$ cat src/rtl/wm8978_i2c_sched.sv
// Write scheduler for the WM8978 codec. Arbitrates boot-table writes (priority) and
// queued runtime writes onto the shared I2C driver, with retry and inter-transaction gap.
`timescale 1ns/1ps
module wm8978_i2c_sched #(
    parameter int unsigned FIFO_DEPTH  = 4,
    parameter int unsigned MAX_RETRY   = 3,
    parameter int unsigned GAP_CYC     = 16,
    parameter int unsigned TIMEOUT_CYC = 4096
) (
    input  logic        clk,
    input  logic        sys_rst,
    input  logic        boot_exec,
    input  logic [15:0] boot_data,
    output logic        boot_done,
    input  logic        cfg_done,
    input  logic        rt_valid,
    input  logic [15:0] rt_data,
    output logic        rt_ready,
    output logic        i2c_exec,
    output logic [7:0]  i2c_addr,
    output logic [7:0]  i2c_data_w,
    input  logic        i2c_done,
    input  logic        i2c_ack,
    output logic        busy,
    output logic        err,
    output logic [7:0]  err_addr
);

    localparam int unsigned AW = $clog2(FIFO_DEPTH);
    localparam int unsigned CW = AW + 1;
    localparam int unsigned TW = $clog2(TIMEOUT_CYC + 1);
    localparam int unsigned GW = $clog2(GAP_CYC + 1);
    localparam int unsigned RW = $clog2(MAX_RETRY + 2);

    typedef enum logic [1:0] {S_IDLE, S_ISSUE, S_WAIT, S_GAP} state_t;

    state_t         state_q;
    logic           src_boot_q;
    logic           retry_pend_q;
    logic [RW-1:0]  retry_q;
    logic [TW-1:0]  tmo_q;
    logic [GW-1:0]  gap_q;
    logic           boot_pend_q;
    logic [15:0]    boot_word_q;
    logic           exec_q;
    logic           done_q;
    logic           err_q;
    logic [7:0]     err_addr_q;
    logic [7:0]     addr_q;
    logic [7:0]     data_q;

    logic [15:0]    mem_q [FIFO_DEPTH];
    logic [AW-1:0]  wr_ptr_q;
    logic [AW-1:0]  rd_ptr_q;
    logic [CW-1:0]  cnt_q;
    logic [CW-1:0]  cnt_d;

    logic fifo_full;
    logic fifo_empty;
    logic push;
    logic pop;
    logic xfer_ok;
    logic xfer_fail;

    assign fifo_full  = (cnt_q == CW'(FIFO_DEPTH));
    assign fifo_empty = (cnt_q == '0);
    assign push       = rt_valid & ~fifo_full;
    assign pop        = (state_q == S_IDLE) & ~boot_pend_q & cfg_done & ~fifo_empty;

    // A done pulse outranks a coincident timeout expiry.
    assign xfer_ok    = i2c_done & ~i2c_ack;
    assign xfer_fail  = i2c_done ? i2c_ack : (tmo_q == TW'(TIMEOUT_CYC - 1));

    always_comb begin
        cnt_d = cnt_q;
        case ({push, pop})
            2'b10:   cnt_d = cnt_q + CW'(1);
            2'b01:   cnt_d = cnt_q - CW'(1);
            default: cnt_d = cnt_q;
        endcase
    end

    always_ff @(posedge clk) begin
        if (push) begin
            mem_q[wr_ptr_q] <= rt_data;
        end
    end

    always_ff @(posedge clk or posedge sys_rst) begin
        if (sys_rst) begin
            wr_ptr_q <= '0;
            rd_ptr_q <= '0;
            cnt_q    <= '0;
        end else begin
            if (push) begin
                wr_ptr_q <= wr_ptr_q + AW'(1);
            end
            if (pop) begin
                rd_ptr_q <= rd_ptr_q + AW'(1);
            end
            cnt_q <= cnt_d;
        end
    end

    always_ff @(posedge clk or posedge sys_rst) begin
        if (sys_rst) begin
            state_q      <= S_IDLE;
            src_boot_q   <= 1'b0;
            retry_pend_q <= 1'b0;
            retry_q      <= '0;
            tmo_q        <= '0;
            gap_q        <= '0;
            boot_pend_q  <= 1'b0;
            boot_word_q  <= '0;
            exec_q       <= 1'b0;
            done_q       <= 1'b0;
            err_q        <= 1'b0;
            err_addr_q   <= '0;
            addr_q       <= '0;
            data_q       <= '0;
        end else begin
            exec_q <= 1'b0;
            done_q <= 1'b0;
            case (state_q)
                S_IDLE: begin
                    if (boot_pend_q) begin
                        addr_q     <= boot_word_q[15:8];
                        data_q     <= boot_word_q[7:0];
                        src_boot_q <= 1'b1;
                        retry_q    <= '0;
                        exec_q     <= 1'b1;
                        state_q    <= S_ISSUE;
                    end else if (pop) begin
                        addr_q     <= mem_q[rd_ptr_q][15:8];
                        data_q     <= mem_q[rd_ptr_q][7:0];
                        src_boot_q <= 1'b0;
                        retry_q    <= '0;
                        exec_q     <= 1'b1;
                        state_q    <= S_ISSUE;
                    end
                end
                S_ISSUE: begin
                    tmo_q   <= '0;
                    state_q <= S_WAIT;
                end
                S_WAIT: begin
                    if (xfer_ok) begin
                        retry_pend_q <= 1'b0;
                        gap_q        <= '0;
                        state_q      <= S_GAP;
                    end else if (xfer_fail) begin
                        gap_q   <= '0;
                        state_q <= S_GAP;
                        if (retry_q == RW'(MAX_RETRY)) begin
                            retry_pend_q <= 1'b0;
                            err_q        <= 1'b1;
                            err_addr_q   <= addr_q;
                        end else begin
                            retry_q      <= retry_q + RW'(1);
                            retry_pend_q <= 1'b1;
                        end
                    end else begin
                        tmo_q <= tmo_q + TW'(1);
                    end
                end
                S_GAP: begin
                    if (gap_q == GW'(GAP_CYC - 1)) begin
                        if (retry_pend_q) begin
                            retry_pend_q <= 1'b0;
                            exec_q       <= 1'b1;
                            state_q      <= S_ISSUE;
                        end else begin
                            if (src_boot_q) begin
                                done_q      <= 1'b1;
                                boot_pend_q <= 1'b0;
                            end
                            state_q <= S_IDLE;
                        end
                    end else begin
                        gap_q <= gap_q + GW'(1);
                    end
                end
                default: state_q <= S_IDLE;
            endcase
            // Placed after the FSM so a new request wins over a same-cycle clear.
            if (boot_exec) begin
                boot_pend_q <= 1'b1;
                boot_word_q <= boot_data;
            end
        end
    end

    assign boot_done  = done_q;
    assign rt_ready   = ~fifo_full;
    assign i2c_exec   = exec_q;
    assign i2c_addr   = addr_q;
    assign i2c_data_w = data_q;
    assign busy       = (state_q != S_IDLE);
    assign err        = err_q;
    assign err_addr   = err_addr_q;

endmodule

$ cat config.mk
export PLATFORM = sky130hd
export DESIGN_NAME = wm8978_i2c_sched
export DESIGN_NICKNAME = d
export VERILOG_FILES = /design/src/rtl/wm8978_i2c_sched.sv
export SDC_FILE = /design/constraint.sdc
export NUM_CORES = 1
export LEC_CHECK = 0
export CORE_MARGIN = 5
export CORE_UTILIZATION = 58
export CTS_BUF_LIST = sky130_fd_sc_hd__clkbuf_8
export DETAILED_ROUTE_END_ITERATION = 10
export GPL_TIMING_DRIVEN = 0
export PLACE_DENSITY = 0.84
export SYNTH_ARGS = -nofsm -noshare
export SYNTH_HDL_FRONTEND = slang
export SYNTH_SLANG_ARGS = --single-unit
export TNS_END_PERCENT = 1
$ cat constraint.sdc
create_clock -name clk -period 2.9 [get_ports clk]
set_input_delay 0.725 -clock clk [delete_from_list [all_inputs] [get_ports clk]]
set_output_delay 0.725 -clock clk [all_outputs]
set_load 0.005 [all_outputs]
==> run summary, run 1 <==
post-CTS setup repair buffer count: 0
H-tree levels: 4
Fin Hold WS: 484 ps
largest family of logic cells by synthesized area: multiplexers
CTS Buf Count: 17
synthesized instance count: 412
Slew @ Worst Pin: 867 ps
Die H: 112 µm
GR Util All Layers: 0.210
xor/xnor share of the synthesized area: 0.00872
unrepaired setup endpoints after global routing: false
syn_nets: 467
nets@finish: 553
adder-cell share of the synthesized area: 0.0345
syn_area_per_cell: 14.6 µm²
Detailed Route WL: 12300 µm
maximum vdd drop: 556 µV
Synth Area in Compound Gates: 0.0717
CTS Hold Bufs: 0
share of layout cells above drive strength 1: 0.180
Vias: 3710
final-report setup violation count: 0
drt via density: 5.73
WL/cell: 19.0 µm
number of global-route vias before repair: 3904
Seq cells post-synth: 140
ys async rst share: 0.543
Inserted Diodes: 0
Register-to-Register Setup Slack: 600 ps
Initial Utilization: 0.589
Bufs on Longest Clock Path: 2
type of the worst setup path: reg2out
Layout Skew: 15.4 ps
Netlist cell types: 55
register area share after synthesis: 0.635
RePlAce Congestion: 0.756
initial antenna violation count: 0
IO buf count: 66
yosys warns: 0
achievable frequency: 383 MHz
number of enable flip-flop cells after synthesis: 64
clock sinks: 140
Clock Latency Late Sink: 440 ps
Die W: 112 µm
Leakage: 2.89 nW
initial DRC count: 290
worst rel slew slack: 0.422
mux share of post-synthesis cell area: 0.142
Die ar.: 12500 µm²
outcome: finished clean
fin crit period: 2610 ps
clk slew on worst S/H paths: 80 ps
hpwl dp: 8610 µm
pwr/cell area: 812 nW/µm²
Synth Cell Area: 6020 µm²
Core Area: 10200 µm²
signal arrival time at the worst endpoint: 1890 ps
placed inst area: 6880 µm²
Post-CTS Resized: 0
Final Hold Vio Count: 0
CP Launch Type: register
Overall Power: 5.92 mW
period utilisation layout: 0.901
main flop type after synthesis: dfrtp_1
FP Rows: 37
max cap viols: 0
Congestion Overflow GR: 0
CP required: 2170 ps
worst hold path class: reg2reg
drt drc: 0
CTS tree: yes
DRT antenna net count: 0
I/O pin count: 68
Fill cells: 665
post-route cell area: 7290 µm²
first-pass GRT wire length: 20300 µm
largest net degree at the start of global routing: 44
crit path capture type: output pin
crit path max fanout: 4
layout overhead on the synthesized area: 21.0%
DR pass1 iterations: 5
Root Buffer: clkbuf_8
Final Max Tran Viols: 0
area fraction in and, or, nand and nor cells after synthesis: 0.0820
## worst paths after layout
check                      startpoint        endpoint  cells past startpoint
max in group asynchronous     sys_rst  boot_word_q[0]                      3
min in group asynchronous     sys_rst        cnt_q[2]                      2
min reg2reg                       err             err                      1
max reg2reg                state_q[0]        cnt_q[2]                     10
max                        state_q[0]            busy                      4
min                               err             err                      1
## critical path, cell delays in order, from the launching register on
cell and delay [ps]:
dfrtp_1 400, inv_1 110, ha_1 240, inv_1 170, clkdlybuf4s50_1 540
## metrics by stage
step / setup slack [ps] / TNS [ps] / util / std cells
after detailed placement: -56.6 / -56.6 / 0.672 / 615
after floorplan: 237 / 0 / - / 412
after CTS: 281 / 0 / 0.713 / 647
after global placement: -998 / -75450 / 0.670 / 614
final: 287 / 0 / 0.713 / 647
after global routing: 181 / 0 / 0.713 / 647
## registers in the layout (all words and copies together), names as in the netlist
register,flops
boot_done,1
boot_pend_q,1
boot_word_q,16
cnt_q,3
err,1
err_addr,8
gap_q,5
i2c_addr,8
i2c_data_w,8
i2c_exec,1
mem_q,64
rd_ptr_q,2
retry_pend_q,1
retry_q,3
src_boot_q,1
state_q,2
tmo_q,13
wr_ptr_q,2
## final cells by class
class,count,area (µm²),area share
Tap cell,136,170,0.0233
Clock inverter,14,166,0.0228
Multi-Input combinational cell,234,2040,0.280
Timing Repair Buffer,67,681,0.0933
Sequential cell,140,3820,0.524
Buffer,18,81.3,0.0112
Clock buffer,18,248,0.0340
Inverter,20,77.6,0.0106
## where the power goes
part	leakage [nW]	switching [mW]	internal [mW]
Clock	0.218	0.750	0.881
Combinational	1.12	0.789	0.707
Sequential	1.55	0.259	2.54
Total	2.89	1.80	4.13
## cells in the final DEF (no fill, tap or decap), types with 2 or more instances in the layout
master | Yosys | final
clkbuf_8 | 0 | 18
o21ai_0 | 23 | 23
edfxtp_1 | 64 | 64
mux2_2 | 26 | 26
nand3_1 | 9 | 9
nand2_1 | 34 | 34
inv_6 | 0 | 5
or3_1 | 2 | 2
ha_1 | 15 | 15
bufinv_16 | 0 | 3
xnor2_1 | 3 | 3
o211ai_1 | 3 | 3
or4_1 | 5 | 5
a211o_1 | 4 | 4
a21o_1 | 3 | 3
nor2_1 | 3 | 3
nand4_1 | 5 | 5
or2_2 | 3 | 3
and3_1 | 8 | 8
o31ai_1 | 7 | 7
a21oi_1 | 7 | 7
clkdlybuf4s50_1 | 0 | 66
dfrtp_1 | 76 | 76
nor4b_1 | 2 | 2
inv_1 | 19 | 20
mux4_2 | 16 | 16
a22o_1 | 2 | 2
inv_4 | 0 | 3
buf_2 | 5 | 5
clkbuf_1 | 11 | 11
nand2b_1 | 4 | 4
mux2i_1 | 19 | 19
nor2b_1 | 2 | 2
nor3_1 | 4 | 4
xor2_1 | 3 | 3
## cell families after synthesis
kind of cell               count (synthesis)
adders and majority gates                 16
muxes                                     62
DFF                                      140
and+or+nand+nor                           89
AOI/OAI and AO/OA                         61
buffers and inverters                     38
xor gates and xnor gates                   6
## synthesized netlist by cell type, types with 2 or more instances
library cell	number	area share
a22o_1	2	0.0029
mux2_2	26	0.049
nor4b_1	2	0.0029
buf_2	5	0.0042
o31ai_1	7	0.0087
mux2i_1	19	0.032
inv_1	19	0.012
nor2b_1	2	0.0021
clkbuf_1	11	0.0069
nor3_1	4	0.0033
or4_1	5	0.0062
a21o_1	3	0.0037
o21ai_0	23	0.019
a211o_1	4	0.0058
or2_2	3	0.0031
xnor2_1	3	0.0044
or3_1	2	0.0021
and3_1	8	0.0083
xor2_1	3	0.0044
mux4_2	16	0.060
nand3_1	9	0.0075
nand2_1	34	0.021
nand2b_1	4	0.0042
o211ai_1	3	0.0037
nor2_1	3	0.0019
ha_1	15	0.031
dfrtp_1	76	0.32
a21oi_1	7	0.0058
edfxtp_1	64	0.32
nand4_1	5	0.0052
## routing by layer
metal,vias up,track usage,part of all wire
met4,0,0.0665,0.017
li1,1716,-,-
met3,10,0.0614,0.042
met1,1885,0.258,0.41
met2,99,0.360,0.53
met5,-,0,0
No activity file was read; power rests on OpenSTA's default activity.
==> run 2: changes to the inputs <==
--- a/config.mk
+++ b/config.mk
@@ -6,11 +6,11 @@
 export NUM_CORES = 1
 export LEC_CHECK = 0
 export CORE_MARGIN = 5
-export CORE_UTILIZATION = 58
+export CORE_UTILIZATION = 52
 export CTS_BUF_LIST = sky130_fd_sc_hd__clkbuf_8
 export DETAILED_ROUTE_END_ITERATION = 10
 export GPL_TIMING_DRIVEN = 0
-export PLACE_DENSITY = 0.84
+export PLACE_DENSITY = 0.8
 export SYNTH_ARGS = -nofsm -noshare
 export SYNTH_HDL_FRONTEND = slang
 export SYNTH_SLANG_ARGS = --single-unit
==> constraint.sdc (replaced) <==
create_clock -name clk -period 2.3 [get_ports clk]
set_input_delay 0.575 -clock clk [delete_from_list [all_inputs] [get_ports clk]]
set_output_delay 0.575 -clock clk [all_outputs]
set_load 0.005 [all_outputs]
==> run summary, run 2 (synthesis gave the netlist of run 1 again) <==
outcome: finished clean
pwr/cell area: 1030 nW/µm²
NetSw: 2.38 mW
clock sinks: 140
IO buf count: 66
fin crit period: 2270 ps
Initial Utilization: 0.530
max cap viols: 0
CTS Buf Count: 17
Setup TNS Final: 0 ps
FP Rows: 39
CTS tree: yes
WL/cell: 19.0 µm
hpwl dp: 8590 µm
Critical Path Max Stage Delay: 500 ps
GR Util All Layers: 0.188
initial DRC count: 316
drt drc: 0
R2R Path Start: gap_q[0]
Root Buffer: clkbuf_8
DR pass1 iterations: 5
Largest regs: mem_q: 64 flops, boot_word_q: 16 flops, tmo_q: 13 flops
CP required: 1730 ps
Layout Skew: 11.4 ps
Die W: 118 µm
Hold Crit Start: err
Overall Power: 7.63 mW
Vias: 3756
DRT antenna net count: 0
type of the worst setup path: reg2out
nets@finish: 556
maximum vdd drop: 560 µV
first-pass GRT wire length: 20600 µm
layout overhead on the synthesized area: 22.5%
Sw Ratio: 0.311
Bufs on Longest Clock Path: 2
worst hold path class: reg2reg
clock group share of total power: 0.283
largest net degree at the start of global routing: 33
Register Area: 3820 µm²
achievable frequency: 440 MHz
RePlAce Congestion: 0.768
period utilisation layout: 0.989
Inserted Diodes: 0
H-tree levels: 4
crit path max fanout: 4
area of the multi-input gates: 2060 µm²
Min-Delay Endpoint: err
final-report setup violation count: 0
worst rel slew slack: 0.433
Fin Hold WS: 479 ps
Die H: 118 µm
Leakage: 2.90 nW
Int Pwr: 5.25 mW
max FFs per register: 64
Core Area: 11400 µm²
drt via density: 5.72
I/O pin count: 68
crit-path cells: inv_1 -> ha_2 -> inv_2 -> clkdlybuf4s50_1
worst hold stages: 1
Die ar.: 13800 µm²
Register-to-Register Setup Slack: 140 ps
Final Max Tran Viols: 0
unrepaired setup endpoints after global routing: true
CP max-delay cell: clkdlybuf4s50_1
Detailed Route WL: 12500 µm
signal arrival time at the worst endpoint: 1700 ps
Reg with most FFs: mem_q
share of layout cells above drive strength 1: 0.200
Combinational Power Share: 0.259
Final Hold Vio Count: 0
sequential share of power: 0.459
Reg-to-Reg End: state_q[1]
clk slew on worst S/H paths: 80 ps
Slew @ Worst Pin: 850 ps
number of global-route vias before repair: 4047
commonest non-fill, non-tap cell in the layout: dfrtp_1
CP Launch Type: register
Congestion Overflow GR: 0
Reg2Reg Depth: 8
most frequent cells in the layout: dfrtp_1 (76), clkdlybuf4s50_1 (66), edfxtp_1 (64), nand2_1 (34), mux2_2 (26)
Fill cells: 788
Clock Latency Late Sink: 450 ps
initial antenna violation count: 0
crit path capture type: output pin
==> run 2: changes by cell type in the layout (fill, tap and decap cells not counted), moves of 2 or more <==
cell        before  now
buf_4            0    3
clkinvlp_4       1    3
inv_1           20   17
inv_4            3    0
inv_8            0    3
==> run 2: timing repair <==
action                                 4_1_cts  5_1_grt
cloned                                       0        0
endpoints found under the hold margin        0        0
resized for setup                            1        4
hold buffers                                 0        0
buffers inserted                             3        0
setup endpoints to repair                    1        4
==> run 2: final cells by class <==
class | count | share of cell area
flip-flops and latches | 140 | 0.518
multi-input cells | 234 | 0.279
repair buffers | 71 | 0.0980
clock buffers | 17 | 0.0317
clock inverters | 15 | 0.0276
well taps | 143 | 0.0242
inverters | 20 | 0.0107
plain buffers | 17 | 0.0105
==> run 2: worst max-delay path by stage <==
stage	from	end	cells past startpoint
after floorplan	cfg_done	cnt_q[2]	9
after global placement	cfg_done	cnt_q[2]	10
after global routing	state_q[0]	busy	4
after detailed placement	cfg_done	cnt_q[2]	10
final	state_q[0]	busy	4
after CTS	state_q[0]	busy	4
==> run 2: critical path, delay by kind of cell (launching register included) <==
family	cells	cell delay, ps
fa+ha+maj	1	220
buf+inv	3	670
flops	1	360
==> run 2: power groups by stage <==
stage               logic [mW]  registers [mW]  clock network (mW)
finish                    1.97            3.50                2.16
global route              2.17            3.55                2.31
CTS                       1.97            3.50                2.20
detailed placement        1.91            3.56                   0
global placement          1.82            3.52                   0
floorplan                 1.10            3.48                   0
==> run 2: layer usage <==
layer	GRT usage	part of all wire
met3	0.0500	0.038
met4	0.0674	0.017
met5	0	0
met2	0.330	0.53
met1	0.223	0.41
==> run 2: through the flow <==
step / instance area [µm²] / util / cells / setup WS, ps
2_1_floorplan: 6030 / - / 412 / 208
3_3_place_gp: 6870 / 0.604 / 621 / -416
3_5_place_dp: 6910 / 0.608 / 623 / -466
4_1_cts: 7370 / 0.648 / 658 / 4.42
5_1_grt: 7380 / 0.649 / 657 / -9.27
6_report: 7380 / 0.649 / 657 / 25.9
==> run 3: changes to the inputs <==
--- a/config.mk
+++ b/config.mk
@@ -5,6 +5,7 @@
 export SDC_FILE = /design/constraint.sdc
 export NUM_CORES = 1
 export LEC_CHECK = 0
+export CAP_MARGIN = 40
 export CORE_MARGIN = 5
 export CORE_UTILIZATION = 52
 export CTS_BUF_LIST = sky130_fd_sc_hd__clkbuf_8
==> run summary, run 3 (synthesis gave the netlist of run 1 again) <==
initial DRC count: 316
CTS Hold Bufs: 0
final-report setup violation count: 0
CTS tree: yes
WL/cell: 19.0 µm
Fin Hold WS: 479 ps
worst hold stages: 1
crit path capture type: output pin
first-pass GRT wire length: 20600 µm
Leakage: 2.90 nW
post-route cell area: 7380 µm²
CTS Buf Count: 17
type of the worst setup path: reg2out
Final Hold Vio Count: 0
Hold Crit Start: err
Clock Latency Late Sink: 450 ps
initial antenna violation count: 0
nets@finish: 556
Reg2Reg Depth: 8
FP Rows: 39
Detailed Route WL: 12500 µm
Combinational Power Share: 0.259
Int Pwr: 5.25 mW
period utilisation layout: 0.989
Inserted Diodes: 0
DR pass1 iterations: 5
worst rel slew slack: 0.433
max cap viols: 0
DRT antenna net count: 0
maximum vdd drop: 560 µV
worst hold path class: reg2reg
largest net degree at the start of global routing: 33
fin crit period: 2270 ps
Vias: 3756
Sw Ratio: 0.311
Congestion Overflow GR: 0
H-tree levels: 4
CP required: 1730 ps
achievable frequency: 440 MHz
Layout Skew: 11.4 ps
Bufs on Longest Clock Path: 2
Reg-to-Reg End: state_q[1]
I/O pin count: 68
Root Buffer: clkbuf_8
Core Area: 11400 µm²
Register-to-Register Setup Slack: 140 ps
unrepaired setup endpoints after global routing: true
NetSw: 2.38 mW
layout overhead on the synthesized area: 22.5%
drt via density: 5.72
GR Util All Layers: 0.188
Final Max Tran Viols: 0
sequential share of power: 0.459
Initial Utilization: 0.530
clock sinks: 140
commonest non-fill, non-tap cell in the layout: dfrtp_1
number of global-route vias before repair: 4047
drt drc: 0
clock group share of total power: 0.283
Largest regs: mem_q: 64 flops, boot_word_q: 16 flops, tmo_q: 13 flops
clk slew on worst S/H paths: 80 ps
CP Launch Type: register
RePlAce Congestion: 0.768
IO buf count: 66
outcome: finished clean
Placed Cells: 623
hpwl dp: 8590 µm
placed inst area: 6910 µm²
Die ar.: 13800 µm²
Reg with most FFs: mem_q
pwr/cell area: 1030 nW/µm²
Die H: 118 µm
most frequent cells in the layout: dfrtp_1 (76), clkdlybuf4s50_1 (66), edfxtp_1 (64), nand2_1 (34), mux2_2 (26)
signal arrival time at the worst endpoint: 1700 ps
max FFs per register: 64
Non-Filler Instances: 657
crit path max fanout: 4
Die W: 118 µm
R2R Path Start: gap_q[0]
Min-Delay Endpoint: err
Slew @ Worst Pin: 850 ps
share of layout cells above drive strength 1: 0.200
==> run 3: power groups by stage <==
stage	clock network [mW]	logic [mW]	registers [mW]
final	2.16	1.97	3.50
after global routing	2.31	2.17	3.55
after CTS	2.20	1.97	3.50
after detailed placement	0	1.91	3.56
after global placement	0	1.82	3.52
after floorplan	0	1.10	3.48
==> run 3: what timing repair did <==
action                                  4_1_cts  5_1_grt
gates resized for setup                       1        4
endpoints found under the setup margin        1        4
buffers inserted                              3        0
==> run 3: worst max path at each step <==
stage	from	end	slack, ps
4_1_cts	state_q[0]	busy	4
3_3_place_gp	cfg_done	cnt_q[2]	-420
6_report	state_q[0]	busy	30
3_5_place_dp	cfg_done	cnt_q[2]	-470
5_1_grt	state_q[0]	busy	-9
2_1_floorplan	cfg_done	cnt_q[2]	210
==> run 3: final cells by class <==
type / instances / area (µm²)
fill: 788 / 3990
sequential: 140 / 3820
multi-input combinational: 234 / 2060
timing repair buffer: 71 / 723
clock buffer: 17 / 234
clock inverter: 15 / 204
tap: 143 / 179
inverter: 20 / 78.8
buffer: 17 / 77.6
==> run 3: per-stage QoR <==
stage	total power [mW]	setup TNS [ps]	utilization	setup WS, ps
2_1_floorplan	4.57	0	-	208
3_3_place_gp	5.34	-4880	0.604	-416
3_5_place_dp	5.46	-2380	0.608	-466
6_report	7.63	0	0.649	25.9
5_1_grt	8.03	-9.27	0.649	-9.27
4_1_cts	7.67	0	0.648	4.42
==> run 3: critical path, stage by stage (launching register included) <==
cell,delay [ps]
dfrtp_1,360
inv_1,90
ha_2,220
inv_2,80
clkdlybuf4s50_1,500
==> run 3: metal layers <==
layer | global-route usage | part of all wire
met3 | 0.0500 | 0.038
met1 | 0.223 | 0.41
met4 | 0.0674 | 0.017
met5 | 0 | 0
met2 | 0.330 | 0.53
